## config.mk

```make
export PLATFORM = sky130hd
export DESIGN_NAME = rr_dispatch8
export DESIGN_NICKNAME = d
export VERILOG_FILES = /design/src/rtl/rr_dispatch8.sv
export SDC_FILE = /design/constraint.sdc
export NUM_CORES = 1
export LEC_CHECK = 0
export ABC_AREA = 1
export ABC_CLOCK_PERIOD_IN_PS = 4600
export BUFFER_PORTS_ARGS = -buffer_cell sky130_fd_sc_hd__buf_2
export CELL_PAD_IN_SITES_DETAIL_PLACEMENT = 1
export CELL_PAD_IN_SITES_GLOBAL_PLACEMENT = 1
export CORE_MARGIN = 10
export CORE_UTILIZATION = 40
export DETAILED_ROUTE_END_ITERATION = 16
export PLACE_DENSITY = 0.91
export SLEW_MARGIN = 20
export SYNTH_ARGS = -nofsm -noshare
export SYNTH_HDL_FRONTEND = slang
export SYNTH_SLANG_ARGS = --single-unit
```

## constraint.sdc

```tcl
create_clock -name clk -period 4.6 [get_ports clk]
set_input_delay 0.69 -clock clk [delete_from_list [all_inputs] [get_ports clk]]
set_output_delay 0.69 -clock clk [all_outputs]
set_load 0.1 [all_outputs]
```

## src/rtl/rr_dispatch8.sv

```systemverilog
// rr_dispatch8 -- scheduler in front of an 8-way demultiplexer.
//
// Takes a valid/ready stream of data words and parks each accepted word in a
// one-entry output register, routed to one of 8 channels. The channel is the
// next enabled one after the round-robin pointer (mode=0) or in_dest
// (mode=1). A directed word aimed at a disabled channel is consumed and
// reported on drop instead of being held.
//
// Handshake: a transfer happens on a rising edge where valid and ready are
// both 1. in_ready is combinational from the state, out_ready and chan_en.
// in_valid/in_data/in_dest/mode must stay stable while in_valid waits for
// in_ready. out_valid[sel] stays 1 with stable out_data until out_ready[sel].
//
// Ports:
//   clk, rst_n           clock, synchronous active-low reset
//   mode, chan_en        routing mode (0 rr, 1 directed), channel enable mask
//   in_valid/in_ready    input handshake; in_data word, in_dest target
//   sel, entrada         demux select and "word held" flag (entrada is also
//                        the FSM state: 0 = EMPTY, 1 = HOLD)
//   out_valid/out_ready  per-channel one-hot handshake, out_data shared word
//   drop                 one-cycle pulse for a discarded directed word
//   stall_err            sticky, set once a word waited TIMEOUT cycles
//   sent_cnt             completed output handshakes, wraps at 16 bits
module rr_dispatch8 #(
    parameter int WIDTH   = 8,
    parameter int TIMEOUT = 15
) (
    input  logic             clk,
    input  logic             rst_n,
    input  logic             mode,
    input  logic [7:0]       chan_en,
    input  logic             in_valid,
    output logic             in_ready,
    input  logic [WIDTH-1:0] in_data,
    input  logic [2:0]       in_dest,
    output logic [2:0]       sel,
    output logic             entrada,
    output logic [7:0]       out_valid,
    output logic [WIDTH-1:0] out_data,
    input  logic [7:0]       out_ready,
    output logic             drop,
    output logic             stall_err,
    output logic [15:0]      sent_cnt
);

    typedef enum logic {
        EMPTY = 1'b0,
        HOLD  = 1'b1
    } state_t;

    localparam logic [7:0] TMO = 8'(TIMEOUT);

    state_t           state_q, state_d;
    logic [2:0]       sel_q, sel_d;
    logic [2:0]       ptr_q, ptr_d;
    logic [WIDTH-1:0] data_q, data_d;
    logic             drop_q, drop_d;
    logic             stall_q, stall_d;
    logic [15:0]      sent_q, sent_d;
    logic [7:0]       wait_q, wait_d;

    logic             out_fire;
    logic             accept;
    logic             drop_now;
    logic [2:0]       ptr_eff;
    logic [2:0]       rr_chan;
    logic             rr_found;
    logic [2:0]       tgt;

    always_comb begin
        out_fire = (state_q == HOLD) && out_ready[sel_q];
        // Round-robin with nothing enabled has nowhere to put a word.
        in_ready = ((state_q == EMPTY) || out_fire) && !(!mode && (chan_en == 8'h00));
        accept   = in_valid && in_ready;
        // A word loaded in the same cycle as a fire searches from the
        // pointer the fire is about to write, so rr stays fair at full rate.
        ptr_eff  = out_fire ? (sel_q + 3'd1) : ptr_q;
    end

    // First enabled channel at or after ptr_eff, wrapping modulo 8.
    always_comb begin
        rr_chan  = ptr_eff;
        rr_found = 1'b0;
        for (int i = 0; i < 8; i++) begin
            if (!rr_found && chan_en[ptr_eff + 3'(i)]) begin
                rr_chan  = ptr_eff + 3'(i);
                rr_found = 1'b1;
            end
        end
    end

    always_comb begin
        tgt      = mode ? in_dest : rr_chan;
        drop_now = accept && mode && !chan_en[in_dest];
    end

    always_comb begin
        state_d = state_q;
        sel_d   = sel_q;
        data_d  = data_q;
        ptr_d   = ptr_q;
        sent_d  = sent_q;
        wait_d  = wait_q;
        stall_d = stall_q;
        drop_d  = drop_now;

        if (out_fire) begin
            sent_d  = sent_q + 16'd1;
            ptr_d   = sel_q + 3'd1;
            state_d = EMPTY;
        end else if (state_q == HOLD) begin
            if (wait_q < TMO) begin
                wait_d = wait_q + 8'd1;
            end
        end

        // A dropped word never occupies the register; a fire in the same
        // cycle still empties it.
        if (accept && !drop_now) begin
            state_d = HOLD;
            sel_d   = tgt;
            data_d  = in_data;
            wait_d  = 8'd0;
        end

        if (wait_d == TMO) begin
            stall_d = 1'b1;
        end
    end

    always_ff @(posedge clk) begin
        if (!rst_n) begin
            state_q <= EMPTY;
            sel_q   <= 3'd0;
            ptr_q   <= 3'd0;
            data_q  <= '0;
            drop_q  <= 1'b0;
            stall_q <= 1'b0;
            sent_q  <= 16'd0;
            wait_q  <= 8'd0;
        end else begin
            state_q <= state_d;
            sel_q   <= sel_d;
            ptr_q   <= ptr_d;
            data_q  <= data_d;
            drop_q  <= drop_d;
            stall_q <= stall_d;
            sent_q  <= sent_d;
            wait_q  <= wait_d;
        end
    end

    always_comb begin
        sel       = sel_q;
        entrada   = (state_q == HOLD);
        out_valid = entrada ? (8'd1 << sel_q) : 8'd0;
        out_data  = data_q;
        drop      = drop_q;
        stall_err = stall_q;
        sent_cnt  = sent_q;
    end

endmodule

```

==> metrics, run 1 <==
cts repair resizes=0; Detail Placement HPWL=8.23 mm; Worst Hold Class=reg -> reg; via count=3331; Final Hold Fails=0; Die Ht=106 um; run status=completed; Hold WS=between 0.4 and 0.5 ns; final setup margin=0.954 ns; antenna-violating nets left=0; die footprint=11300 um^2; Area contributors post-synth=dfxtp_1, nand2_1, nand3_1; initial core utilization=0.411; Netlist cell types=40; CORE AREA=7250 um^2; area grow syn2layout=16.8%; standard-cell row count=31; Post-Place Worst Slack=roughly 0.94 ns; port buffer count=69; Final Slew Violations=0; antenna violations before repair=0; RSZ-0062 raised after global routing=no; achievable frequency=274 MHz; crit start category=flop; ys flop type=dfxtp_1; Post-CTS Setup Inserts=0; total negative slack=0 ns; vias in the first global route=between 3000 and 4000; via/cell ratio=5.20; most frequent cells in the layout=nand2_1, inv_1, buf_2; relative max-transition margin=0.549; endpoints failing setup=0; RePlAce Congestion=0.919; clk_lat worst skew=~0.30 ns; total track usage=0.175; fin crit period=3.65 ns; number of synthesized flops with an enable pin=0; asr flop ratio synth=0; synthesized flop and latch total=around 40; Ys Warns=0; worst path required time=4.80 ns; largest area contributor in the netlist=dfxtp_1; Synth Cell Area=2980 um^2; wire length per cell=15.7 um; CTS max path bufs=2; worst clock skew=0.00945 ns; H-tree depth=2; critical path type=reg -> reg; share of cells above drive strength 1=0.198; maximum fanout along the worst path=13; Slew @ Worst Pin=0.676 ns; gr ovfl total=0; Root Buffer Master=clkbuf_8; mean post-synth cell area=6.31 um^2; Max IR drop VDD=0.184 mV; CTS Hold Bufs=0; total CTS buffers=5; number of cells produced by synthesis=472; CTS sink cnt=41; CTS tree=yes; final WL=10.0 mm; Worst EP arrival=approximately 3.8 ns; Max Cap Viol=0; CP endpoint kind=flop; first-pass GRT wire length=16.5 mm; DRT Pass-1 Iters=4; n_diodes=0; Tcrit/Tclk final=0.793; post-synth top area share=0.275; Post-Syn Nets=512; Die Wd=106 um; Worst-path clk slew=roughly 0.080 ns; power per cell area=approximately 480 nW/um^2; commonest non-fill, non-tap cell in the layout=nand2_1; sequential share of the synthesized area=0.275; NumNets Final=580; total leakage power=between 0.0015 and 0.002 uW; DRC Markers=0; Initial DRC Count=106; largest net degree at the start of global routing=21; num ports=70
[flip-flops by register name (all words and copies together) (netlist names)]
name	count
sel	3
drop	1
wait_q	8
entrada	1
sent_cnt	16
out_data	8
ptr_q	3
stall_err	1
[path summary, 6_finish.rpt]
kind	startpoint	to	slack, ns	cells after the start
min reg2reg	wait_q[4]	wait_q[4]	0.45	2
max	sel[0]	sel[2]	0.95	19
max reg2reg	sel[0]	sel[2]	0.95	19
min	wait_q[4]	wait_q[4]	0.45	2
[cells in the mapped netlist (4+ instances only)]
cell type,number
nor2_1,40
nand2_1,133
nor3_1,9
nand4_1,12
inv_1,69
nand3_1,58
a32o_1,5
a21oi_1,22
nand2_2,11
clkbuf_1,4
o21ai_0,16
nor4_1,4
ha_1,9
dfxtp_1,41
[where the power goes]
part	total (uW)	switching [uW]	internal, uW
Clock	238	131	107
Sequential	411	33.3	378
Combinational	1020	761	257
[critical path: stages, from the launching register on]
cell	delay (ns)
dfxtp_1	0.59
inv_2	0.16
nand2_1	0.09
nand3_1	0.09
nand3_2	0.17
nand3_4	0.21
o21ai_2	0.61
nand2_1	0.22
nand2_1	0.22
nand3_1	0.16
nand3_2	0.13
nand2_4	0.09
nor2_8	0.15
nand3_2	0.14
nor3_4	0.20
nor2_1	0.06
nand2_1	0.06
nand2_1	0.07
nand2_1	0.06
nand2_1	0.04
[kinds of logic (layout without fill, tap and decap cells)]
kind of cell / Yosys count / after routing / share of synthesized area
adder cells (fa/ha/maj): 9 / 9 / 0.0378
buffers and inverters: 81 / 150 / 0.111
AO/OA/AOI/OAI: 54 / 54 / 0.110
XOR/XNOR: 3 / 3 / 0.0113
flip-flops: 41 / 41 / 0.275
AND/OR/NAND/NOR: 284 / 284 / 0.455
[through the flow]
step,instance area [um^2],utilization,cells,power [uW]
final,3480,0.480,640,1670
after global placement,3390,0.468,632,1390
after global routing,3480,0.480,640,1800
after detailed placement,3390,0.468,632,1430
after floorplan,2980,-,472,1220
after CTS,3480,0.480,640,1670
[layout make-up]
cell class	instances	area (um^2)
clock buffer	6	72.6
clock inverter	2	15.0
fill	1031	3770
inverter	73	274
multi-input combinational	350	1830
sequential	41	821
tap	99	124
timing repair buffer	69	345
[per-layer routing]
| metal | global-route usage | wire length (um) | vias to the layer above |
|---|---|---|---|
| met5 | 0 | 0 | - |
| met4 | 0.0513 | 170 | 0 |
| met3 | 0.0344 | 442 | 14 |
| met2 | 0.330 | 5160 | 62 |
| met1 | 0.191 | 4260 | 1584 |
| li1 | - | - | 1671 |
No activity file was read; power rests on OpenSTA's default activity.
==> inputs of run 2 (changes only) <==
--- a/config.mk
+++ b/config.mk
@@ -6,14 +6,14 @@
 export NUM_CORES = 1
 export LEC_CHECK = 0
 export ABC_AREA = 1
-export ABC_CLOCK_PERIOD_IN_PS = 4600
+export ABC_CLOCK_PERIOD_IN_PS = 3630
 export BUFFER_PORTS_ARGS = -buffer_cell sky130_fd_sc_hd__buf_2
 export CELL_PAD_IN_SITES_DETAIL_PLACEMENT = 1
 export CELL_PAD_IN_SITES_GLOBAL_PLACEMENT = 1
 export CORE_MARGIN = 10
-export CORE_UTILIZATION = 40
+export CORE_UTILIZATION = 37
 export DETAILED_ROUTE_END_ITERATION = 16
-export PLACE_DENSITY = 0.91
+export PLACE_DENSITY = 0.86
 export SLEW_MARGIN = 20
 export SYNTH_ARGS = -nofsm -noshare
 export SYNTH_HDL_FRONTEND = slang
==> constraint.sdc (replaced) <==
create_clock -name clk -period 3.63 [get_ports clk]
set_input_delay 0.5445 -clock clk [delete_from_list [all_inputs] [get_ports clk]]
set_output_delay 0.5445 -clock clk [all_outputs]
set_load 0.1 [all_outputs]
==> metrics, run 2 (synthesis results as in run 1) <==
H-tree depth=2 (unchanged); Detail Placement HPWL=8.30 mm (+0.90%); total CTS buffers=5 (unchanged); register area=826 um^2 (+0.61%); first-pass GRT wire length=17.0 mm (+2.9%); NumNets Final=582 (+0.34%); total negative slack=0 ns (unchanged); Final Slew Violations=0 (unchanged); Max Cap Viol=0 (unchanged); run status=completed; via/cell ratio=5.24 (+0.68%); P_int=1040 uW (+40%); clk_lat worst skew=0.30 ns (about the same); RSZ-0062 raised after global routing=no; standard-cell row count=32 (+3.2%); DRC Markers=0 (unchanged); relative max-transition margin=0.527 (-0.0219); port buffer count=69 (unchanged); Layout fillers=1088 (+5.5%); CTS max path bufs=2 (unchanged); Largest register FFs=16 (unchanged); switching power total=1180 uW (+27%); part of the power in the clock network=0.175 (+0.032); num ports=70 (unchanged); Worst Hold Class=reg -> reg; most used routing layer=met2; Max IR drop VDD=0.328 mV (+78%); maximum fanout along the worst path=10 (-3); met2 Track Usage GR=0.326 (-0.00458); Slew @ Worst Pin=0.702 ns (+0.0265 ns); FF-to-FF setup slack=0.34 ns (-0.62 ns); largest net degree at the start of global routing=21 (unchanged); antenna-violating nets left=0 (unchanged); critical path type=reg -> reg; worst path required time=3.83 ns (-0.97 ns); CP endpoint kind=flop; antenna violations before repair=0 (unchanged); M1 GR Usage=0.183 (-0.00838); RR Startpoint=sel[0]; Switching Fraction=0.532 (-0.0230); fin crit period=3.29 ns (-0.355 ns); share of power burned in registers=0.232 (-0.014); Initial DRC Count=88 (-17%); wire length per cell=15.9 um (+1.4%); total track usage=0.173 (-0.00140); n_diodes=0 (unchanged); worst setup path startpoint=sel[0]; Final Core Density=0.458 (-0.0221); Crit Reg-Reg Endpoint=sel[2]; Die Wd=110 um (+3.2%); power per cell area=623 nW/um^2 (+30%); CTS sink cnt=41 (unchanged); area grow syn2layout=19.3%; RePlAce Congestion=0.895 (-2.6%); Gate power share=0.592 (-0.019); endpoints failing setup=0 (unchanged); total leakage power=0.00182 uW (+1.8%); Multi-input gate area=1850 um^2 (+1.0%); die footprint=12000 um^2 (+6.6%); final WL=10.3 mm (+2.2%); DRT Pass-1 Iters=4 (unchanged); CTS tree=yes; Root Buffer Master=clkbuf_8; gr ovfl total=0 (unchanged); Worst-path clk slew=0.08 ns (about the same); GRT met3 Usage=0.0334 (-0.00107); critical path capture point=sel[2]; vias in the first global route=3640 (+4.7%); Hold WS=0.453 ns (+0.000330 ns); Final Hold Fails=0 (unchanged); Tcrit/Tclk final=0.907 (+0.114); via count=3380 (+1.5%); worst clock skew=0.00874 ns (-0.000713 ns); Worst EP arrival=3.49 ns (-0.35 ns); Hold Path Cell Cnt=2 (unchanged); Post-CTS Setup Inserts=0 (unchanged); share of cells above drive strength 1=0.208 (+0.0103); initial core utilization=0.384 (-0.0272); commonest non-fill, non-tap cell in the layout=nand2_1; crit start category=flop; Die Ht=110 um (+3.2%); most frequent cells in the layout=nand2_1, inv_1, buf_2; R2R cell count=21 (+2); achievable frequency=304 MHz (+11%); CORE AREA=7770 um^2 (+7.1%)
-- run 2: changes by cell type in the layout (fill, tap and decap cells not counted), sizes merged --
| cell | previous run | this run |
|---|---|---|
| buf | 69 | 71 |
| clkinvlp | 2 | 1 |
| bufinv | 0 | 1 |
-- run 2: worst min path at each step --
| stage | slack [ns] | endpoint | from |
|---|---|---|---|
| after detailed placement | 0.44 | wait_q[4] | wait_q[4] |
| after global routing | 0.47 | out_data[3] | in_data[3] |
| after floorplan | 0.42 | wait_q[4] | wait_q[4] |
| after global placement | 0.42 | wait_q[4] | wait_q[4] |
| final | 0.45 | wait_q[4] | wait_q[4] |
| after CTS | 0.45 | wait_q[4] | wait_q[4] |
-- run 2: metrics by stage --
stage / std cells / setup slack [ns] / power, uW / area, um^2
after CTS: 645 / 0.296 / 2220 / 3550
after floorplan: 472 / 0.0837 / 1550 / 3000
after global placement: 637 / 0.402 / 1780 / 3430
after global routing: 645 / 0.00950 / 2390 / 3560
final: 645 / 0.339 / 2220 / 3560
after detailed placement: 637 / 0.240 / 1820 / 3430
-- run 2: metal layers --
layer	vias to the layer above	routed length, um
li1	1674	-
met1	1612	4250
met2	66	5250
met3	28	396
met4	0	357
met5	-	0
-- run 2: what timing repair did --
item,4_1_cts,5_1_grt
endpoints found under the setup margin,0,3
hold endpoints to repair,0,0
resized for setup,0,2
hold buffers,0,0
-- run 2: cell type report --
type,count,area share
Multi-Input combinational cell,350,0.520
Sequential cell,41,0.232
Timing Repair Buffer,71,0.101
Inverter,73,0.0771
Tap cell,102,0.0359
Clock buffer,6,0.0232
Clock inverter,2,0.0106
-- run 2: critical path, stage by stage, from the launching register on --
cell     delay [ns]
dfxtp_4        0.40
inv_2          0.13
nand2_1        0.08
nand3_1        0.09
nand3_2        0.17
nand3_4        0.19
buf_4          0.20
nand2_2        0.06
nand2_2        0.14
ha_1           0.32
inv_1          0.16
nand3_1        0.15
a31oi_1        0.44
nand3_1        0.20
nand2_1        0.10
inv_1          0.04
nand2_1        0.06
nand2_1        0.06
nand2_1        0.05
nand2_1        0.04
nand2_1        0.05
nand2_1        0.04
-- run 2: power by group through the flow --
stage,Sequential [uW],Clock (uW),Combinational (uW)
6_report,515,388,1310
5_1_grt,520,407,1460
4_1_cts,513,394,1310
3_5_place_dp,524,0,1300
3_3_place_gp,522,0,1260
2_1_floorplan,663,0,887
==> inputs of run 3 (changes only) <==
--- a/config.mk
+++ b/config.mk
@@ -6,14 +6,14 @@
 export NUM_CORES = 1
 export LEC_CHECK = 0
 export ABC_AREA = 1
-export ABC_CLOCK_PERIOD_IN_PS = 3630
+export ABC_CLOCK_PERIOD_IN_PS = 4200
 export BUFFER_PORTS_ARGS = -buffer_cell sky130_fd_sc_hd__buf_2
 export CELL_PAD_IN_SITES_DETAIL_PLACEMENT = 1
 export CELL_PAD_IN_SITES_GLOBAL_PLACEMENT = 1
 export CORE_MARGIN = 10
-export CORE_UTILIZATION = 37
+export CORE_UTILIZATION = 40
 export DETAILED_ROUTE_END_ITERATION = 16
-export PLACE_DENSITY = 0.86
+export PLACE_DENSITY = 0.91
 export SLEW_MARGIN = 20
 export SYNTH_ARGS = -nofsm -noshare
 export SYNTH_HDL_FRONTEND = slang
==> constraint.sdc (replaced) <==
create_clock -name clk -period 4.2 [get_ports clk]
set_input_delay 0.63 -clock clk [delete_from_list [all_inputs] [get_ports clk]]
set_output_delay 0.63 -clock clk [all_outputs]
set_load 0.02 [all_outputs]
==> metrics, run 3 (synthesis results as in run 1) <==
worst clock skew=0.00769 ns (-0.00105 ns); power per cell area=485 nW/um^2 (-22%); critical path's slowest cell=dfxtp_1; CTS sink cnt=41 (unchanged); Gate power share=0.580 (-0.012); Root Buffer Master=clkbuf_8; RSZ-0062 raised after global routing=no; H-tree depth=2 (unchanged); RR Startpoint=sel[0]; Largest register FFs=16 (unchanged); Switching Fraction=0.518 (-0.0145); endpoints failing setup=0 (unchanged); crit-path cells=inv_2, nand2_1, nand2_1, nand2_1, nand3_4, nand3_4, inv_1, nand2_1, nand2_2, ha_1, inv_1, nand3_1, nand3_1, nand2_1, nand3_4, nor2_8, nand3_2, nor3_4, nor2_1, nand2_1, nand2_1, nand2_1, nand2_1; HP Start=wait_q[4]; Die Ht=106 um (-3.1%); DRC Markers=0 (unchanged); vias in the first global route=3560 (-2.2%); n_diodes=0 (unchanged); CP delay by family, top=simple AND/OR/NAND/NOR gates; P_int=816 uW (-21%); Worst path max stage delay=0.58 ns (+0.14 ns); Initial DRC Count=103 (+17%); commonest non-fill, non-tap cell in the layout=nand2_1; antenna-violating nets left=0 (unchanged); area grow syn2layout=17.0%; DRT Pass-1 Iters=4 (unchanged); port buffer count=69 (unchanged); NumNets Final=581 (-0.17%); Final Hold Fails=0 (unchanged); first-pass GRT wire length=17.0 mm (about the same); run status=completed; CP most frequent cell=nand2_1; via count=3380 (unchanged); crit start category=flop; CTS tree=yes; fin crit period=3.61 ns (+0.322 ns); final WL=10.2 mm (-0.79%); Post-Place Worst Slack=0.561 ns (+0.320 ns); part of the power in the clock network=0.155 (-0.020); CP endpoint kind=flop; relative max-transition margin=0.563 (+0.0359); critical path type=reg -> reg; CTS max path bufs=2 (unchanged); largest net degree at the start of global routing=21 (unchanged); final setup margin=0.587 ns (+0.248 ns); Final Slew Violations=0 (unchanged); share of cells above drive strength 1=0.199 (-0.00884); CTS Hold Bufs=0 (unchanged); standard-cell row count=31 (-3.1%); Tcrit/Tclk final=0.860 (-0.0463); share of power burned in registers=0.265 (+0.033); worst path required time=4.40 ns (+0.57 ns); total CTS buffers=5 (unchanged); total leakage power=0.00179 uW (-1.5%); RePlAce Congestion=0.920 (+2.8%); Worst-path clk slew=0.08 ns (about the same); Worst Hold Class=reg -> reg; num ports=70 (unchanged); via/cell ratio=5.27 (+0.62%); Max Cap Viol=0 (unchanged); Max IR drop VDD=0.196 mV (-40%); initial core utilization=0.411 (+0.0272); maximum fanout along the worst path=13 (+3); Hold WS=0.458 ns (+0.00550 ns); overall power=1690 uW (-24%); worst setup path startpoint=sel[0]; Die Wd=106 um (-3.1%); total negative slack=0 ns (unchanged); clk_lat worst skew=0.30 ns (about the same); switching power total=876 uW (-26%); Post-CTS Setup Inserts=0 (unchanged); Critical path buffers and inverters=3 (-1); gr ovfl total=0 (unchanged); antenna violations before repair=0 (unchanged); Worst EP arrival=3.81 ns (+0.32 ns); achievable frequency=277 MHz (-8.9%); cts repair resizes=0 (unchanged); Slew @ Worst Pin=0.654 ns (-0.0481 ns); wire length per cell=15.9 um (-0.17%); most frequent cells in the layout=nand2_1, inv_1, buf_2; total track usage=0.178 (+0.00483); CORE AREA=7250 um^2 (-6.6%); die footprint=11300 um^2 (-6.2%); Detail Placement HPWL=8.31 mm (+0.14%)
run 3: path summary, 6_finish.rpt:
check	end	slack (ns)	depth (start not counted)
max	sel[2]	0.59	23
min	wait_q[4]	0.46	2
max reg2reg	sel[2]	0.59	23
min reg2reg	wait_q[4]	0.46	2
run 3: layout make-up:
type | instances | area (um^2)
multi-input cells | 350 | 1830
clock inverters | 2 | 15.0
inverters | 73 | 274
flip-flops and latches | 41 | 821
well taps | 99 | 124
clock buffers | 6 | 72.6
fillers | 1052 | 3760
repair buffers | 70 | 353
run 3: power by group through the flow:
| stage | logic, uW | registers (uW) | clock network, uW |
|---|---|---|---|
| 6_report | 981 | 449 | 262 |
| 5_1_grt | 1110 | 453 | 282 |
| 4_1_cts | 977 | 449 | 266 |
| 3_5_place_dp | 973 | 458 | 0 |
| 3_3_place_gp | 936 | 457 | 0 |
| 2_1_floorplan | 725 | 468 | 0 |
run 3: tightest hold or removal path: cells and delay by family, from the launching register on:
kind,cells,cell delay (ns)
simple gates,1,0.04
flops,1,0.33
buf+inv,1,0.06
run 3: layer usage:
metal | vias to the layer above | track usage | wire length, um
met4 | 0 | 0.0503 | 189
li1 | 1667 | - | -
met2 | 60 | 0.340 | 5390
met1 | 1637 | 0.193 | 4200
met5 | - | 0 | 0
met3 | 16 | 0.0362 | 391
run 3: per-stage QoR:
step	utilization	area [um^2]	std cells
global route	0.481	3490	641
finish	0.481	3490	641
floorplan	-	2980	472
detailed placement	0.469	3400	633
global placement	0.469	3400	633
CTS	0.481	3490	641
